## config.mk

```make
export PLATFORM = sky130hd
export DESIGN_NAME = frame_sequencer_flat
export DESIGN_NICKNAME = d
export VERILOG_FILES = /design/src/rtl/frame_sequencer_if.sv /design/src/rtl/frame_sequencer.sv /design/src/flat_wrapper.sv
export SDC_FILE = /design/constraint.sdc
export NUM_CORES = 1
export LEC_CHECK = 0
export BUFFER_PORTS_ARGS = -buffer_cell sky130_fd_sc_hd__buf_4
export CORE_UTILIZATION = 56
export DETAILED_ROUTE_END_ITERATION = 8
export PLACE_DENSITY = 0.8
export SLEW_MARGIN = 15
export SYNTH_ARGS = -nofsm -noshare
export SYNTH_HDL_FRONTEND = slang
export SYNTH_SLANG_ARGS = --single-unit
export TNS_END_PERCENT = 50
```

## constraint.sdc

```tcl
create_clock -name clk -period 2.78 [get_ports clk]
set_input_delay 0 -clock clk [delete_from_list [all_inputs] [get_ports clk]]
set_output_delay 0 -clock clk [all_outputs]
set_load 0.02 [all_outputs]
```

## src/rtl/frame_sequencer_if.sv

```systemverilog
// Frame request and timing outputs shared between the sequencer and the
// pixel datapath.
interface frame_sequencer_if #(
    parameter int ADDR_WIDTH = 19,
    parameter int ROW_WIDTH  = 9
);
    logic                  start;
    logic                  vertical_Pulse;
    logic                  horizontal_Pulse;
    logic                  read_Enable;
    logic [ADDR_WIDTH-1:0] pixel_Address;
    logic [ROW_WIDTH-1:0]  row_Index;
    logic                  busy;
    logic                  done_Flag;

    modport master (
        output start,
        input  vertical_Pulse, horizontal_Pulse, read_Enable,
        input  pixel_Address, row_Index, busy, done_Flag
    );

    modport slave (
        input  start,
        output vertical_Pulse, horizontal_Pulse, read_Enable,
        output pixel_Address, row_Index, busy, done_Flag
    );
endinterface

```

## src/rtl/frame_sequencer.sv

```systemverilog
// Frame timing controller: start-up interval, then per row a blanking
// interval followed by a burst of pixel-pair reads, then a done pulse.
// All outputs are registered; strobes are decoded from the next state so
// they line up with the state they describe.
module frame_sequencer #(
    parameter int IMAGE_WIDTH           = 768,
    parameter int IMAGE_HEIGHT          = 512,
    parameter int STARTUP_DELAY         = 100,
    parameter int HORIZONTAL_SYNC_DELAY = 160,
    parameter int ADDR_WIDTH            = $clog2(IMAGE_WIDTH*IMAGE_HEIGHT),
    parameter int ROW_WIDTH             = (IMAGE_HEIGHT > 1) ? $clog2(IMAGE_HEIGHT) : 1
) (
    input  logic              clk,
    input  logic              reset,
    frame_sequencer_if.slave  bus
);
    localparam int MAX_A = (STARTUP_DELAY > HORIZONTAL_SYNC_DELAY) ? STARTUP_DELAY
                                                                    : HORIZONTAL_SYNC_DELAY;
    localparam int MAX_D = (MAX_A > IMAGE_WIDTH/2) ? MAX_A : IMAGE_WIDTH/2;
    localparam int CNT_W = $clog2(MAX_D + 1);

    localparam logic [CNT_W-1:0]     VS_LAST  = CNT_W'(STARTUP_DELAY - 1);
    localparam logic [CNT_W-1:0]     HS_LAST  = CNT_W'(HORIZONTAL_SYNC_DELAY - 1);
    localparam logic [CNT_W-1:0]     DA_LAST  = CNT_W'(IMAGE_WIDTH/2 - 1);
    localparam logic [ROW_WIDTH-1:0] ROW_LAST = ROW_WIDTH'(IMAGE_HEIGHT - 1);

    typedef enum logic [2:0] {IDLE, VSYNC, HSYNC, DATA, DONE} state_t;

    state_t                state, state_d;
    logic [CNT_W-1:0]      cnt, cnt_d;
    logic [ADDR_WIDTH-1:0] addr, addr_d;
    logic [ROW_WIDTH-1:0]  row, row_d;
    logic                  vp_q, hp_q, busy_q, done_q;

    // State, shared delay counter, address and row registers.
    always_ff @(posedge clk or negedge reset) begin
        if (!reset) begin
            state <= IDLE;
            cnt   <= '0;
            addr  <= '0;
            row   <= '0;
        end else begin
            state <= state_d;
            cnt   <= cnt_d;
            addr  <= addr_d;
            row   <= row_d;
        end
    end

    // Next-state logic; the counter restarts from 0 on every transition.
    always_comb begin
        state_d = state;
        cnt_d   = cnt + CNT_W'(1);
        addr_d  = addr;
        row_d   = row;
        case (state)
            IDLE: begin
                cnt_d = '0;
                if (bus.start) begin
                    state_d = VSYNC;
                    addr_d  = '0;
                    row_d   = '0;
                end
            end
            VSYNC: begin
                if (cnt == VS_LAST) begin
                    state_d = HSYNC;
                    cnt_d   = '0;
                end
            end
            HSYNC: begin
                if (cnt == HS_LAST) begin
                    state_d = DATA;
                    cnt_d   = '0;
                end
            end
            DATA: begin
                // Rows are contiguous, so the address simply keeps stepping
                // across the row boundary.
                addr_d = addr + ADDR_WIDTH'(2);
                if (cnt == DA_LAST) begin
                    cnt_d = '0;
                    if (row == ROW_LAST) begin
                        state_d = DONE;
                        addr_d  = '0;
                        row_d   = '0;
                    end else begin
                        state_d = HSYNC;
                        row_d   = row + ROW_WIDTH'(1);
                    end
                end
            end
            DONE: begin
                state_d = IDLE;
                cnt_d   = '0;
            end
            default: begin
                state_d = IDLE;
                cnt_d   = '0;
            end
        endcase
    end

    // Strobes registered from the next state so they coincide with it.
    always_ff @(posedge clk or negedge reset) begin
        if (!reset) begin
            vp_q   <= 1'b0;
            hp_q   <= 1'b0;
            busy_q <= 1'b0;
            done_q <= 1'b0;
        end else begin
            vp_q   <= (state_d == VSYNC);
            hp_q   <= (state_d == DATA);
            busy_q <= (state_d != IDLE);
            done_q <= (state_d == DONE);
        end
    end

    assign bus.vertical_Pulse   = vp_q;
    assign bus.horizontal_Pulse = hp_q;
    assign bus.read_Enable      = hp_q;
    assign bus.pixel_Address    = addr;
    assign bus.row_Index        = row;
    assign bus.busy             = busy_q;
    assign bus.done_Flag        = done_q;
endmodule
```

## src/flat_wrapper.sv

```systemverilog
// flat-port wrapper written by rule: the top's interface ports become plain ports
module frame_sequencer_flat 
#(
    parameter int IMAGE_WIDTH           = 768,
    parameter int IMAGE_HEIGHT          = 512,
    parameter int STARTUP_DELAY         = 100,
    parameter int HORIZONTAL_SYNC_DELAY = 160,
    parameter int ADDR_WIDTH            = $clog2(IMAGE_WIDTH*IMAGE_HEIGHT),
    parameter int ROW_WIDTH             = (IMAGE_HEIGHT > 1) ? $clog2(IMAGE_HEIGHT) : 1
)
  (clk, reset, bus_start, bus_vertical_Pulse, bus_horizontal_Pulse, bus_read_Enable, bus_pixel_Address, bus_row_Index, bus_busy, bus_done_Flag);
  frame_sequencer_if #(.ADDR_WIDTH(ADDR_WIDTH), .ROW_WIDTH(ROW_WIDTH)) bus_i ();
  input  logic clk;
  input  logic reset;
  input wire logic [$bits(bus_i.start)-1:0] bus_start;
  output wire logic [$bits(bus_i.vertical_Pulse)-1:0] bus_vertical_Pulse;
  output wire logic [$bits(bus_i.horizontal_Pulse)-1:0] bus_horizontal_Pulse;
  output wire logic [$bits(bus_i.read_Enable)-1:0] bus_read_Enable;
  output wire logic [$bits(bus_i.pixel_Address)-1:0] bus_pixel_Address;
  output wire logic [$bits(bus_i.row_Index)-1:0] bus_row_Index;
  output wire logic [$bits(bus_i.busy)-1:0] bus_busy;
  output wire logic [$bits(bus_i.done_Flag)-1:0] bus_done_Flag;
  assign bus_i.start = bus_start;
  assign bus_vertical_Pulse = bus_i.vertical_Pulse;
  assign bus_horizontal_Pulse = bus_i.horizontal_Pulse;
  assign bus_read_Enable = bus_i.read_Enable;
  assign bus_pixel_Address = bus_i.pixel_Address;
  assign bus_row_Index = bus_i.row_Index;
  assign bus_busy = bus_i.busy;
  assign bus_done_Flag = bus_i.done_Flag;
  frame_sequencer #(.IMAGE_WIDTH(IMAGE_WIDTH), .IMAGE_HEIGHT(IMAGE_HEIGHT), .STARTUP_DELAY(STARTUP_DELAY), .HORIZONTAL_SYNC_DELAY(HORIZONTAL_SYNC_DELAY), .ADDR_WIDTH(ADDR_WIDTH), .ROW_WIDTH(ROW_WIDTH)) u_core (.clk(clk), .reset(reset), .bus(bus_i));
endmodule
```

# ---- Yosys cells after proc, flatten, opt, wreduce, memory -nomap -nowiden
# Cells that the tools add are included.
dict set report classes {
  add_sub_neg 3
  n_eq_ne 12
  n_mux 18
  n_reduce_logical 5
}
# op n
set op_table {}
lappend op_table {{19-bit 2-to-1 mux} 3}
lappend op_table {{9-bit 2-to-1 mux} 6}
lappend op_table {{19-bit one-hot mux with 2 select lines} 1}
lappend op_table {{9-bit one-hot mux with 3 select lines} 1}
lappend op_table {{19-bit by 2-bit adder with 19-bit output, second input constant} 1}
lappend op_table {{9-bit by 1-bit adder with 9-bit output, second input constant} 2}
lappend op_table {{9-bit equality test, second input constant} 2}
lappend op_table {{9-bit one-hot mux with 2 select lines} 1}
lappend op_table {{3-bit 2-to-1 mux} 5}
lappend op_table {{3-bit one-hot mux with 4 select lines} 1}
lappend op_table {{3-bit by 2-bit equality test with 1-bit output, second input constant} 3}
lappend op_table {{9-bit by 7-bit equality test with 1-bit output, second input constant} 1}
lappend op_table {{9-bit by 8-bit equality test with 1-bit output, second input constant} 1}
lappend op_table {{3-bit by 1-bit equality test with 1-bit output, second input constant} 2}
lappend op_table {{3-bit equality test, second input constant} 1}
lappend op_table {{3-bit logical NOT} 1}
lappend op_table {{3-bit AND reduction} 1}
lappend op_table {{3-bit nonzero test} 1}
lappend op_table {{2-bit by 1-bit inequality test with 1-bit output, second input constant} 1}
lappend op_table {{2-bit inequality test, second input constant} 1}
lappend op_table {{2-bit AND reduction} 1}
lappend op_table {{2-bit nonzero test} 1}
dict set report totals {
  regBits 44
  inputBits 3
  out_inout_bits 33
  wordCells 46
}

# ---- Longest topological paths before layout
# Gate-level depths: netlist of run 1.
dict set report logic_depth {
  depth_word 5
  mapped_depth 10
}

# ---- Least setup slack after synthesis of run 1
# No wires, ideal clock.
dict set report synth_timing {
  kind {register to register}
  from {reg u_core.row[0], in the netlist u_core.bus.row_Index[0]}
  to {reg u_core.addr[13], in the netlist u_core.bus.pixel_Address[13]}
  setup_time_ns 0.133
  arrival_time_ns 2.010
  t_required_ns 2.647
  slack_ns 0.637
  path_stages_with_launch 11
  synth_period_minus_slack_ns 2.143
  cell_sequence {dfrtp_1 -> ha_1 -> nand3_1 -> nor2_1 -> ha_1 -> inv_1 -> nor3_4 -> nor2_2 -> buf_2 -> a32oi_1 -> nand2_1}
}
dict set report synth_via {
  elab_chain_len 4
}
# item line_no
set synth_rtl {}
lappend synth_rtl {{start, declared} frame_sequencer.sv:32} ;# logic [ROW_WIDTH-1:0] row, row_d;
lappend synth_rtl {{start signal, assigned} frame_sequencer.sv:46} ;# row <= row_d;
lappend synth_rtl {{9-bit equality test} frame_sequencer.sv:83} ;# if (row == ROW_LAST) begin
lappend synth_rtl {{19-bit 2-to-1 mux} frame_sequencer.sv:83}
lappend synth_rtl {{19-bit 2-to-1 mux} frame_sequencer.sv:81} ;# if (cnt == DA_LAST) begin
lappend synth_rtl {{19-bit one-hot mux with 2 select lines} frame_sequencer.sv:56} ;# case (state)
lappend synth_rtl {{end signal, assigned} frame_sequencer.sv:45} ;# addr <= addr_d;
lappend synth_rtl {{end, declared} frame_sequencer.sv:31} ;# logic [ADDR_WIDTH-1:0] addr, addr_d;
# No other way between the ends.
# A chain may end at the register's enable or synchronous reset.

# ---- Worst setup path in the final report of run 1
dict set report layout_timing {
  from {reg u_core.row[0], in the netlist u_core.bus.row_Index[0]}
  to {reg u_core.addr[17], in the netlist u_core.bus.pixel_Address[17]}
}
# Same word-level chain as after synthesis.

==> reports/results.env, run 1 <==
TIMING_WORST_SLEW_PIN_VALUE_NS=0.914
CLOCK_LATENCY_NS=0.30
MAX_SLEW_MARGIN_PCT=38.8
SYNTH_SIMPLE_GATE_AREA_SHARE_PCT=27.9
SETUP.WORST_PATH.END_CLASS='flop'
SYNTH_TOP_AREA_SHARE_PCT=47.1
CRITICALPATHCATEGORY='reg -> reg'
DOMINANT_COMBINATIONAL_CELL_FAMILY_BY_AREA_AFTER_SYNTHESIS='simple AND/OR/NAND/NOR gates'
VDD_DROP_MAX_mV=0.532
INITIAL_CORE_UTIL_PCT=60.2
CTS.CLK_SLEW.WORST_PATHS_NS=0.08
CELLLEAKAGEPOWER_nW=1.20
MAX_FREQ_MHz=426
WORSTREGTOREGCELLS=9
GRT_FIRST_PASS_WIRELENGTH_MM=7.96
GRT_USE_TOTAL_PCT=24.3
CRIT_PATH_MAX_CELL_DELAY_NS=0.54
PLACED_CELL_AREA_UM2=2550
SEQUENTIAL_ELEMENT_SHARE_OF_THE_SYNTHESIZED_AREA_PCT=47.1
MOST_FREQUENT_CELLS_IN_THE_LAYOUT='43 x dfrtp_1, 35 x buf_4, 25 x nand2_1'
VIAS=1986
NETS_IN_THE_SYNTHESIZED_NETLIST=247
YOSYS.CELL_TYPES.COUNT=54
IO_PINS=36
SYNTH_COMPOUND_AREA_SHARE_PCT=14.5
DR.PASS1.ITERS=5
COREAREA_UM2=3800
FINALWORSTPATHREQUIREDPERIOD_NS=2.35
FINALSETUPVIOLATIONS=0
CTS-RESIZED-GATES=0
FIN_CRIT_SH_PCT=84.5
WORST-PATH-MAX-FANOUT=19
R2R_END='u_core.bus.pixel_Address[17]'
GRT_PASS1_VIAS=1779
FINALCOREUTILIZATION_PCT=70.8
POST_SYNTH_INSTANCE_AREA_UM2=2290
CRITICAL_PATH_REQUIRED_NS=2.98
WARNINGS_FROM_YOSYS=0
MAXSLEWVIOLCOUNT=0
PLACE_HPWL_MM=3.43
SYNTHESIS_TO_FINISH_AREA_GROWTH_PCT=17.7
TIMING.FINAL.HOLD_VIOLATIONS=0
MAX_CAP_VIOLATIONS=0
DESIGN.DIE.AREA_UM2=4340
CTSHTREEMAXLEVEL=2
CTS.SINK_COUNT=43
PRECTSSETUPSLACK_NS=0.470
R2R_SETUP_SLACK_NS=0.43
POWER.DENSITY_CELL_AREA_nW_PER_UM2=938
SYNTH_XOR_XNOR_AREA_SHARE_PCT=3.83
WORSTSETUPSTARTPOINTTYPE='flop'
DESIGN.FINAL.NETS=281
TIMING.RR.START='u_core.bus.row_Index[0]'
DIE_H_UM=65.9
WORST_SLACK_NS=0.430
RUN_STATUS='completed'
POST-LAYOUT-TOTAL-POWER_mW=2.52
GRT-OVFL-TOTAL=0
LAYOUT.CELLS.MOST_COMMON='dfrtp_1'
SYNTH-EDFF-COUNT=0
GRT_ANTENNA_BEFORE_REPAIR=0
CRIT_ARRIVAL_NS=2.55
GLOBALPLACE.CONGESTION=0.890
TRITONCTS='done'
GRT_START_MAX_NET_PINS=44
DRT-INITIAL-DRC-COUNT=182
FINALSETUPTNS_NS=0
SYNTHFLOPTYPE='dfrtp_1'
ASYNC_RESET_FF_SHARE_PCT=100
ROOT_BUFFER='clkbuf_8'
POST_SYNTH_MAIN_AREA_CONTRIBUTORS='dfrtp_1 47%, nand2_1 4.1%, nor2_1 3.8%, nand3_1 3.5%, o21ai_0 3.5%'
CP_SLOWEST_CELL='nor2_2'
DETAIL-ROUTE-ANTENNA-NETS=0
DRCVIOLATIONCOUNT=0
CLOCK_SKEW_NS=0.00362
LAYOUT.FILLER_CELLS=303
ROUTEDWLPERCELL_UM=15.2
CTS_INSERTED_BUFFERS=5
SYNTH_TOP_AREA_CELL='dfrtp_1'
SHARE_OF_LAYOUT_CELLS_ABOVE_DRIVE_STRENGTH_1_PCT=20.7
CRITICAL_PATH.CELL_CHAIN='ha_1, nand3_1, nor2_1, ha_1, inv_1, nor3_4, nor2_2, nand3_1, o31ai_1'
SYNTHMUXAREASHARE_PCT=1.42
FINISH.INSTANCE_AREA_UM2=2690
CTSLONGESTPATHBUFFERS=2
PORT_BUFFERS=34
SYN_AVG_CELL_AREA_UM2=9.52
FP.DIEW_UM=65.9
WORSTHOLDPATHTYPE='in -> async'
RSZ0062_AT_GRT='false'
ROUTE.DETAILED.VIAS_PER_INST=6.15
DETAIL_ROUTE.WIRELENGTH_MM=4.91
PLACEMENTROWS=22
POST_SYNTHESIS_INSTANCE_TOTAL=240
POSTSYNTHREGISTERBITS=43
SYNTH_FA_HA_AREA_SHARE_PCT=2.19
N_ANTENNA_CELL=0
[cells by family (layout without fill, tap and decap cells)]
logic type,Yosys count,count (layout)
AND/OR/NAND/NOR,116,116
AO/OA/AOI/OAI,50,50
flip-flops,43,43
buffers and inverters,13,48
XOR/XNOR,10,10
adder cells (fa/ha/maj),4,4
multiplexers,3,3
other,1,1
[report_power, final]
group / leakage [nW] / switching, mW / internal (mW)
registers: 0.554 / 0.261 / 0.813
clock network: 0.0612 / 0.213 / 0.291
logic: 0.586 / 0.553 / 0.394
total: 1.20 / 1.03 / 1.50
[worst max-delay path by stage]
stage	from	to	slack, ns	cells after the start
5_1_grt	u_core.bus.row_Index[0]	u_core.bus.pixel_Address[17]	0.18	9
3_3_place_gp	u_core.bus.row_Index[0]	u_core.bus.row_Index[4]	0.57	9
3_5_place_dp	u_core.bus.row_Index[0]	u_core.bus.pixel_Address[17]	0.47	9
4_1_cts	u_core.bus.row_Index[0]	u_core.bus.pixel_Address[17]	0.44	9
2_1_floorplan	u_core.bus.row_Index[0]	u_core.bus.pixel_Address[13]	0.64	10
6_report	u_core.bus.row_Index[0]	u_core.bus.pixel_Address[17]	0.43	9
[critical path: cells and delay by family (launching register included)]
kind | cells | cell delay (ns)
flip-flops | 1 | 0.42
AND/OR/NAND/NOR | 5 | 1.00
adder cells (fa/ha/maj) | 2 | 0.44
AO/OA/AOI/OAI | 1 | 0.25
buffers and inverters | 1 | 0.15
[per-stage QoR]
| step | hold slack, ns | std cells |
|---|---|---|
| 2_1_floorplan | -0.296 | 240 |
| 3_3_place_gp | 0.0171 | 313 |
| 3_5_place_dp | 0.0206 | 313 |
| 4_1_cts | 0.237 | 323 |
| 5_1_grt | 0.278 | 323 |
| 6_report | 0.224 | 323 |
[area by class of cell]
type / count / area, um^2 / area share [%]
multi-input combinational: 184 / 1140 / 42.5
sequential: 43 / 1080 / 40.0
timing repair buffer: 37 / 283 / 10.5
clock buffer: 6 / 82.6 / 3.07
tap: 48 / 60.1 / 2.23
clock inverter: 2 / 35.0 / 1.30
inverter: 3 / 11.3 / 0.418
[what timing repair did]
action | in CTS | in global routing
endpoints found under the hold margin | 44 | 0
buffers inserted | 0 | 0
hold buffers | 2 | 0
[synth_stat cells, types with 3 or more instances]
master / instances
a211oi_1: 3
a21oi_1: 7
a22o_1: 3
a31oi_1: 4
and3_1: 4
buf_2: 5
buf_4: 3
dfrtp_1: 43
ha_1: 4
inv_1: 3
nand2_1: 25
nand2b_1: 4
nand3_1: 16
nand4_1: 4
nor2_1: 23
nor3_1: 13
nor4_1: 4
o21ai_0: 16
o31ai_1: 5
or3_1: 3
xor2_1: 8
[per-layer routing]
| layer | vias up | share of wire (%) | global-route usage, % |
|---|---|---|---|
| met5 | - | 0 | 0 |
| met4 | 0 | 2.1 | 10.9 |
| met3 | 13 | 6.4 | 5.17 |
| met2 | 82 | 47 | 39.7 |
| met1 | 952 | 44 | 30.8 |
| li1 | 939 | - | - |
[state kept, by name, indices dropped and copies added (netlist names)]
register,cells
u_core.state,3
u_core.bus.row_Index,9
u_core.bus.pixel_Address,18
u_core.bus.busy,1
u_core.bus.done_Flag,1
u_core.cnt,9
u_core.bus.horizontal_Pulse,1
u_core.bus.vertical_Pulse,1
No activity file was read; power rests on OpenSTA's default activity.
==> inputs of run 2 (changes only) <==
--- a/config.mk
+++ b/config.mk
@@ -5,10 +5,11 @@
 export SDC_FILE = /design/constraint.sdc
 export NUM_CORES = 1
 export LEC_CHECK = 0
+export ABC_AREA = 1
 export BUFFER_PORTS_ARGS = -buffer_cell sky130_fd_sc_hd__buf_4
-export CORE_UTILIZATION = 56
+export CORE_UTILIZATION = 51
 export DETAILED_ROUTE_END_ITERATION = 8
-export PLACE_DENSITY = 0.8
+export PLACE_DENSITY = 0.76
 export SLEW_MARGIN = 15
 export SYNTH_ARGS = -nofsm -noshare
 export SYNTH_HDL_FRONTEND = slang
==> constraint.sdc (replaced) <==
create_clock -name clk -period 2.1 [get_ports clk]
set_input_delay 0 -clock clk [delete_from_list [all_inputs] [get_ports clk]]
set_output_delay 0 -clock clk [all_outputs]
set_load 0.02 [all_outputs]
==> run 2 against run 1 <==
Against the previous run: critical path depth up 2; the flow now finishes with violations (DRC); clock skew up 0.0031 ns; final cell count up 26%; core utilization down 7.1 points; register-to-register slack worse by 0.26 ns; sequential share of layout area down 2.2 points; clock power up 33%; cell area up 6.0%; critical path type unchanged; die area up 16%; synthesized cell count up 33%; worst setup slack worse by 0.26 ns.
==> reports/results.env, run 2 <==
RUN_STATUS='complete, but fails checks'
VIOLATIONS='DRC'
SYN_AVG_CELL_AREA_UM2=7.66
YOSYS.CELL_TYPES.COUNT=34
RSZ0062_AT_GRT='false'
VDD_DROP_MAX_mV=0.373
FINALSETUPVIOLATIONS=0
MOST_FREQUENT_CELLS_IN_THE_LAYOUT='83 x nand2_1, 47 x inv_1, 43 x dfrtp_1'
GRT-OVFL-TOTAL=0
VIAS=2092
POST_SYNTHESIS_INSTANCE_TOTAL=318
SYNTH.CELLS.MOST_FREQUENT='83 x nand2_1, 47 x inv_1, 43 x dfrtp_1, 35 x nor2_1, 21 x nand3_1'
FP.DIEW_UM=71.1
SYNTH-EDFF-COUNT=0
MAX_SLEW_MARGIN_PCT=63.3
SYNTHESIS_TO_FINISH_AREA_GROWTH_PCT=17.1
DETAIL_ROUTE.WIRELENGTH_MM=5.03
CELLLEAKAGEPOWER_nW=1.49
MAX_CAP_VIOLATIONS=0
IO_PINS=36
POWER.DENSITY_CELL_AREA_nW_PER_UM2=532
FIN_CRIT_SH_PCT=92.0
FINALCOREUTILIZATION_PCT=63.7
CTSHTREEMAXLEVEL=2
POST-SYNTH-TOP-COUNT-CELL='nand2_1'
CTS_INSERTED_BUFFERS=5
ROUTE.DETAILED.VIAS_PER_INST=5.13
SYNTH_XOR_XNOR_AREA_SHARE_PCT=3.95
WORSTHOLDPATHTYPE='in -> reg'
CRIT_ARRIVAL_NS=2.11
SYNTH_TOP_AREA_CELL='dfrtp_1'
LAYOUT.FILLER_CELLS=386
CTS.SINK_COUNT=43
TIMING.FINAL.HOLD_VIOLATIONS=0
COREAREA_UM2=4470
CRITICAL_PATH_REQUIRED_NS=2.28
DOMINANT_COMBINATIONAL_CELL_FAMILY_BY_AREA_AFTER_SYNTHESIS='simple AND/OR/NAND/NOR gates'
FINALWORSTPATHREQUIREDPERIOD_NS=1.93
DIE_H_UM=71.1
DESIGN.DIE.AREA_UM2=5060
NETS_IN_THE_SYNTHESIZED_NETLIST=325
SYNTH_FA_HA_AREA_SHARE_PCT=2.05
SHARE_OF_LAYOUT_CELLS_ABOVE_DRIVE_STRENGTH_1_PCT=17.4
ROOT_BUFFER='clkbuf_8'
TIMING_WORST_SLEW_PIN_VALUE_NS=0.550
GRT_FIRST_PASS_WIRELENGTH_MM=8.78
MAXSLEWVIOLCOUNT=0
DETAIL-ROUTE-ANTENNA-NETS=0
CLOCK_LATENCY_NS=0.29
DRCVIOLATIONCOUNT=2
LARGEST_REGISTER_FFS=18
POSTSYNTHREGISTERBITS=43
TIMING.HOLD.WS_NS=0.134
SYNTH_SIMPLE_GATE_AREA_SHARE_PCT=31.3
PLACE_HPWL_MM=3.71
PORT_BUFFERS=34
GLOBALPLACE.CONGESTION=0.899
SYNTHFLOPTYPE='dfrtp_1'
DR.PASS1.ITERS=6
WORSTSETUPSTARTPOINTTYPE='flop'
CLOCK_SKEW_NS=0.00670
DRT-INITIAL-DRC-COUNT=127
ASYNC_RESET_FF_SHARE_PCT=100
CRITICALPATHCATEGORY='reg -> reg'
MAX_FREQ_MHz=518
CTSLONGESTPATHBUFFERS=2
GRT_START_MAX_NET_PINS=44
FINALSETUPTNS_NS=0
WARNINGS_FROM_YOSYS=0
DESIGN.FINAL.NETS=362
SETUP.WORST_PATH.END_CLASS='flop'
POST_SYNTH_INSTANCE_AREA_UM2=2440
CTS_SETUP_BUFFERS=0
INITIAL_CORE_UTIL_PCT=54.4
GRT_PASS1_VIAS=1943
POST_SYNTH_MAIN_AREA_CONTRIBUTORS='dfrtp_1 44%, nand2_1 13%, inv_1 7.2%, nor2_1 5.4%, nand3_1 4.3%'
SYNTH_COMPOUND_AREA_SHARE_PCT=8.58
SEQUENTIAL_ELEMENT_SHARE_OF_THE_SYNTHESIZED_AREA_PCT=44.2
WORST-PATH-MAX-FANOUT=11
TRITONCTS='done'
ROUTEDWLPERCELL_UM=12.3
SYNTH_TOP_AREA_SHARE_PCT=44.2
GRT_ANTENNA_BEFORE_REPAIR=0
PLACEMENTROWS=24
SYNTHMUXAREASHARE_PCT=0
LAYOUT.CELLS.MOST_COMMON='nand2_1'
N_ANTENNA_CELL=0
CTS.CLK_SLEW.WORST_PATHS_NS=0.08
GRT_USE_TOTAL_PCT=22.1
==> run 2: cell count changes after synthesis, moves of 5 or more <==
cell     before  now
nor3_1       13    6
nand3_1      16   21
nand2_1      25   83
o21ai_0      16    6
o21ai_1       1    8
nor2_1       23   35
inv_1         3   47
==> run 2: routing by layer <==
layer / part of all wire (%) / vias to the layer above / GRT usage (%)
met5: 0 / - / 0
met1: 48 / 965 / 31.2
met2: 47 / 49 / 34.0
li1: - / 1074 / -
met4: 0.72 / 0 / 8.00
met3: 4.7 / 4 / 4.42
==> run 2: final timing paths <==
check / startpoint / endpoint / slack, ns / cells after the start
worst min-delay path: bus_start / u_core.bus.vertical_Pulse / 0.13 / 5
worst max-delay path: u_core.bus.row_Index[0] / u_core.bus.pixel_Address[12] / 0.17 / 11
worst max register to register: u_core.bus.row_Index[0] / u_core.bus.pixel_Address[12] / 0.17 / 11
worst min register to register: u_core.cnt[0] / u_core.cnt[0] / 0.47 / 1
max in group asynchronous: reset / u_core.bus.horizontal_Pulse / 1.49 / 2
min in group asynchronous: reset / u_core.bus.row_Index[6] / 0.23 / 2
==> run 2: logic make-up after synthesis <==
logic type | Yosys count
and+or+nand+nor | 167
buffers and inverters | 56
DFF | 43
AOI/OAI and AO/OA | 36
xor gates and xnor gates | 11
adders and majority gates | 4
other | 1
==> run 2: report_power, final <==
group / switching (mW) / internal [mW]
logic: 0.0179 / 0.00376
registers: 0 / 0.827
clock network: 0.283 / 0.385
total: 0.301 / 1.22
==> run 2: critical path: stages (launching register included) <==
cell	delay, ns
dfrtp_1	0.42
ha_1	0.24
nand4_1	0.18
nor3_2	0.16
ha_2	0.23
nor2_4	0.06
inv_2	0.09
nand2_4	0.13
nor2_2	0.14
inv_1	0.07
nand2_1	0.05
nor2_1	0.04
==> run 2: stage by stage <==
stage / cells / setup slack, ns / area [um^2] / total power, mW
CTS: 408 / 0.0828 / 2840 / 1.54
detailed placement: 399 / 0.0993 / 2710 / 0.865
finish: 408 / 0.169 / 2850 / 1.52
global route: 408 / 0.0324 / 2850 / 1.57
floorplan: 318 / 0.246 / 2440 / 0.847
global placement: 399 / 0.238 / 2710 / 0.865
==> run 2: cell type report <==
| type | count | area (um^2) | area share (%) |
|---|---|---|---|
| Multi-Input combinational cell | 219 | 1130 | 39.7 |
| Clock inverter | 2 | 35.0 | 1.23 |
| Sequential cell | 43 | 1080 | 37.7 |
| Tap cell | 52 | 65.1 | 2.28 |
| Inverter | 51 | 196 | 6.89 |
| Timing Repair Buffer | 35 | 265 | 9.30 |
| Clock buffer | 6 | 82.6 | 2.90 |
==> run 2: timing repair <==
item | CTS | global route
resized for setup | 0 | 3
setup endpoints to repair | 0 | 2
endpoints found under the hold margin | 43 | 0
hold buffers | 1 | 0
==> inputs of run 3 (changes only) <==
--- a/config.mk
+++ b/config.mk
@@ -7,6 +7,7 @@
 export LEC_CHECK = 0
 export ABC_AREA = 1
 export BUFFER_PORTS_ARGS = -buffer_cell sky130_fd_sc_hd__buf_4
+export CORE_MARGIN = 2
 export CORE_UTILIZATION = 51
 export DETAILED_ROUTE_END_ITERATION = 8
 export PLACE_DENSITY = 0.76
==> run 3 against run 2 <==
Against the previous run: sequential power hardly changed; final cell count is 0.98% higher; cell area barely moved; largest cell class unchanged; the run now ends clean.
==> reports/results.env, run 3 (same netlist as run 2, synthesis figures left out) <==
MIN_DELAY_WORST_ENDPOINT='u_core.bus.vertical_Pulse'
LAYOUT.FILLER_CELLS=425
WORSTREGTOREGCELLS=11
MAX_CAP_VIOLATIONS=0
CLOCK_SKEW_NS=0.00457
GRT_USE_TOTAL_PCT=20.9
CTS_INSERTED_BUFFERS=5
TIMING_WORST_SLEW_PIN_VALUE_NS=0.561
VDD_DROP_MAX_mV=0.305
CTSLONGESTPATHBUFFERS=2
TIMING.RR.START='u_core.bus.row_Index[0]'
RSZ0062_AT_GRT='false'
CRITICAL_PATH_REQUIRED_NS=2.30
PLACEMENTROWS=25
SETUP.WORST_PATH.END_CLASS='flop'
N_ANTENNA_CELL=0
HOLD-PATH-CELL-COUNT=5
ROUTE.DETAILED.VIAS_PER_INST=5.21
MAX_FREQ_MHz=522
SHARE_OF_LAYOUT_CELLS_ABOVE_DRIVE_STRENGTH_1_PCT=17.6
MOST_FREQUENT_CELLS_IN_THE_LAYOUT='83 x nand2_1, 47 x inv_1, 43 x dfrtp_1'
GRT_ANTENNA_BEFORE_REPAIR=0
GRT_FIRST_PASS_WIRELENGTH_MM=8.69
R2R_SETUP_SLACK_NS=0.18
CTS.SINK_COUNT=43
ROOT_BUFFER='clkbuf_8'
GRT_START_MAX_NET_PINS=44
INITIAL_CORE_UTIL_PCT=52.3
DIE_H_UM=73.1
LARGEST_REGISTER_FFS=18
GLOBALPLACE.CONGESTION=0.889
DR.PASS1.ITERS=4
FINALCOREUTILIZATION_PCT=61.1
WORSTSETUPSTARTPOINTTYPE='flop'
DESIGN.DIE.AREA_UM2=5350
CLOCK_LATENCY_NS=0.30
VIAS=2148
REGISTER_AREA_UM2=1080
WORST-PATH-MAX-FANOUT=11
COREAREA_UM2=4660
DESIGN.FINAL.NETS=364
GRT-OVFL-TOTAL=0
TIMING.HOLD.WS_NS=0.109
CELLLEAKAGEPOWER_nW=1.49
TRITONCTS='done'
LAYOUT.CELLS.MOST_COMMON='nand2_1'
POWER.DENSITY_CELL_AREA_nW_PER_UM2=501
FIN_CRIT_SH_PCT=91.2
CTS.CLK_SLEW.WORST_PATHS_NS=0.08
WORSTHOLDPATHTYPE='in -> reg'
FINALSETUPTNS_NS=0
RUN_STATUS='completed'
TIMING.CRITICAL_PATH.FROM='u_core.bus.row_Index[0]'
DETAIL_ROUTE.WIRELENGTH_MM=5.12
CRITICALPATHCATEGORY='reg -> reg'
R2R_END='u_core.bus.pixel_Address[18]'
PORT_BUFFERS=34
FINALWORSTPATHREQUIREDPERIOD_NS=1.92
IO_PINS=36
DRT-INITIAL-DRC-COUNT=121
DRCVIOLATIONCOUNT=0
MULTI_INPUT_AREA_UM2=1130
GRT_PASS1_VIAS=1969
TIMING.FINAL.HOLD_VIOLATIONS=0
SYNTHESIS_TO_FINISH_AREA_GROWTH_PCT=16.9
CTSHTREEMAXLEVEL=2
PLACE_HPWL_MM=3.72
MAX_SLEW_MARGIN_PCT=62.6
HOLD_PATH.STARTPOINT='bus_start'
FINALSETUPVIOLATIONS=0
CRIT_ARRIVAL_NS=2.11
MAXSLEWVIOLCOUNT=0
FP.DIEW_UM=73.1
DETAIL-ROUTE-ANTENNA-NETS=0
ROUTEDWLPERCELL_UM=12.4
==> run 3: cell count changes in the layout (fill, tap and decap cells not counted), sizes merged <==
| cell | delta |
|---|---|
| clkbuf | +2 |
| buf | +2 |
| clkinv | -1 |
| bufinv | -1 |
==> run 3: metal layers <==
layer / wire, um / vias up / global-route usage (%)
li1: - / 1085 / -
met4: 84 / 0 / 7.20
met5: 0 / - / 0
met1: 2410 / 1005 / 27.5
met2: 2390 / 50 / 33.7
met3: 231 / 8 / 4.70
==> run 3: how the worst max path moves through the flow <==
stage / to / slack [ns] / cells past startpoint
after floorplan: u_core.bus.busy / 0.25 / 10
after global placement: u_core.bus.pixel_Address[12] / 0.23 / 11
after detailed placement: u_core.bus.pixel_Address[18] / 0.12 / 11
after CTS: u_core.bus.pixel_Address[18] / 0.11 / 11
after global routing: u_core.bus.pixel_Address[12] / 0.004 / 11
final: u_core.bus.pixel_Address[18] / 0.18 / 11
==> run 3: timing repair <==
action,CTS,global route
hold endpoints to repair,43,0
resized for setup,0,3
buffers inserted,0,2
setup endpoints to repair,0,3
hold buffers,1,0
==> run 3: cell type report <==
| class | instances | share of cell area, % |
|---|---|---|
| clock buffers | 8 | 3.51 |
| inverters | 51 | 6.90 |
| multi-input cells | 219 | 39.6 |
| flip-flops and latches | 43 | 37.8 |
| well taps | 54 | 2.37 |
| repair buffers | 37 | 9.84 |
==> run 3: metrics by stage <==
stage          instance area [um^2]  instances  setup slack [ns]  total power, mW
2_1_floorplan                  2440        318             0.246            0.847
3_3_place_gp                   2720        401             0.235            0.865
3_5_place_dp                   2720        401             0.119            0.866
4_1_cts                        2830        410             0.106             1.44
5_1_grt                        2850        412           0.00384             1.47
6_report                       2850        412             0.185             1.43
==> run 3: power by group <==
| group | switching [mW] | total [mW] | leakage (nW) | internal [mW] |
|---|---|---|---|---|
| sequential | 0 | 0.827 | 0.487 | 0.827 |
| clock | 0.279 | 0.579 | 0.0515 | 0.300 |
| combinational | 0.0183 | 0.0220 | 0.950 | 0.00376 |
| total | 0.297 | 1.43 | 1.49 | 1.13 |
==> run 3: worst max-delay path: stages (launching register included) <==
cell and delay (ns):
dfrtp_1 0.42, ha_2 0.23, nand4_1 0.14, nor3_1 0.18, ha_2 0.24, nor2_4 0.06, inv_2 0.10, nand2_4 0.14
nor2_2 0.15, inv_1 0.07, nand2_1 0.06, nor2_1 0.04
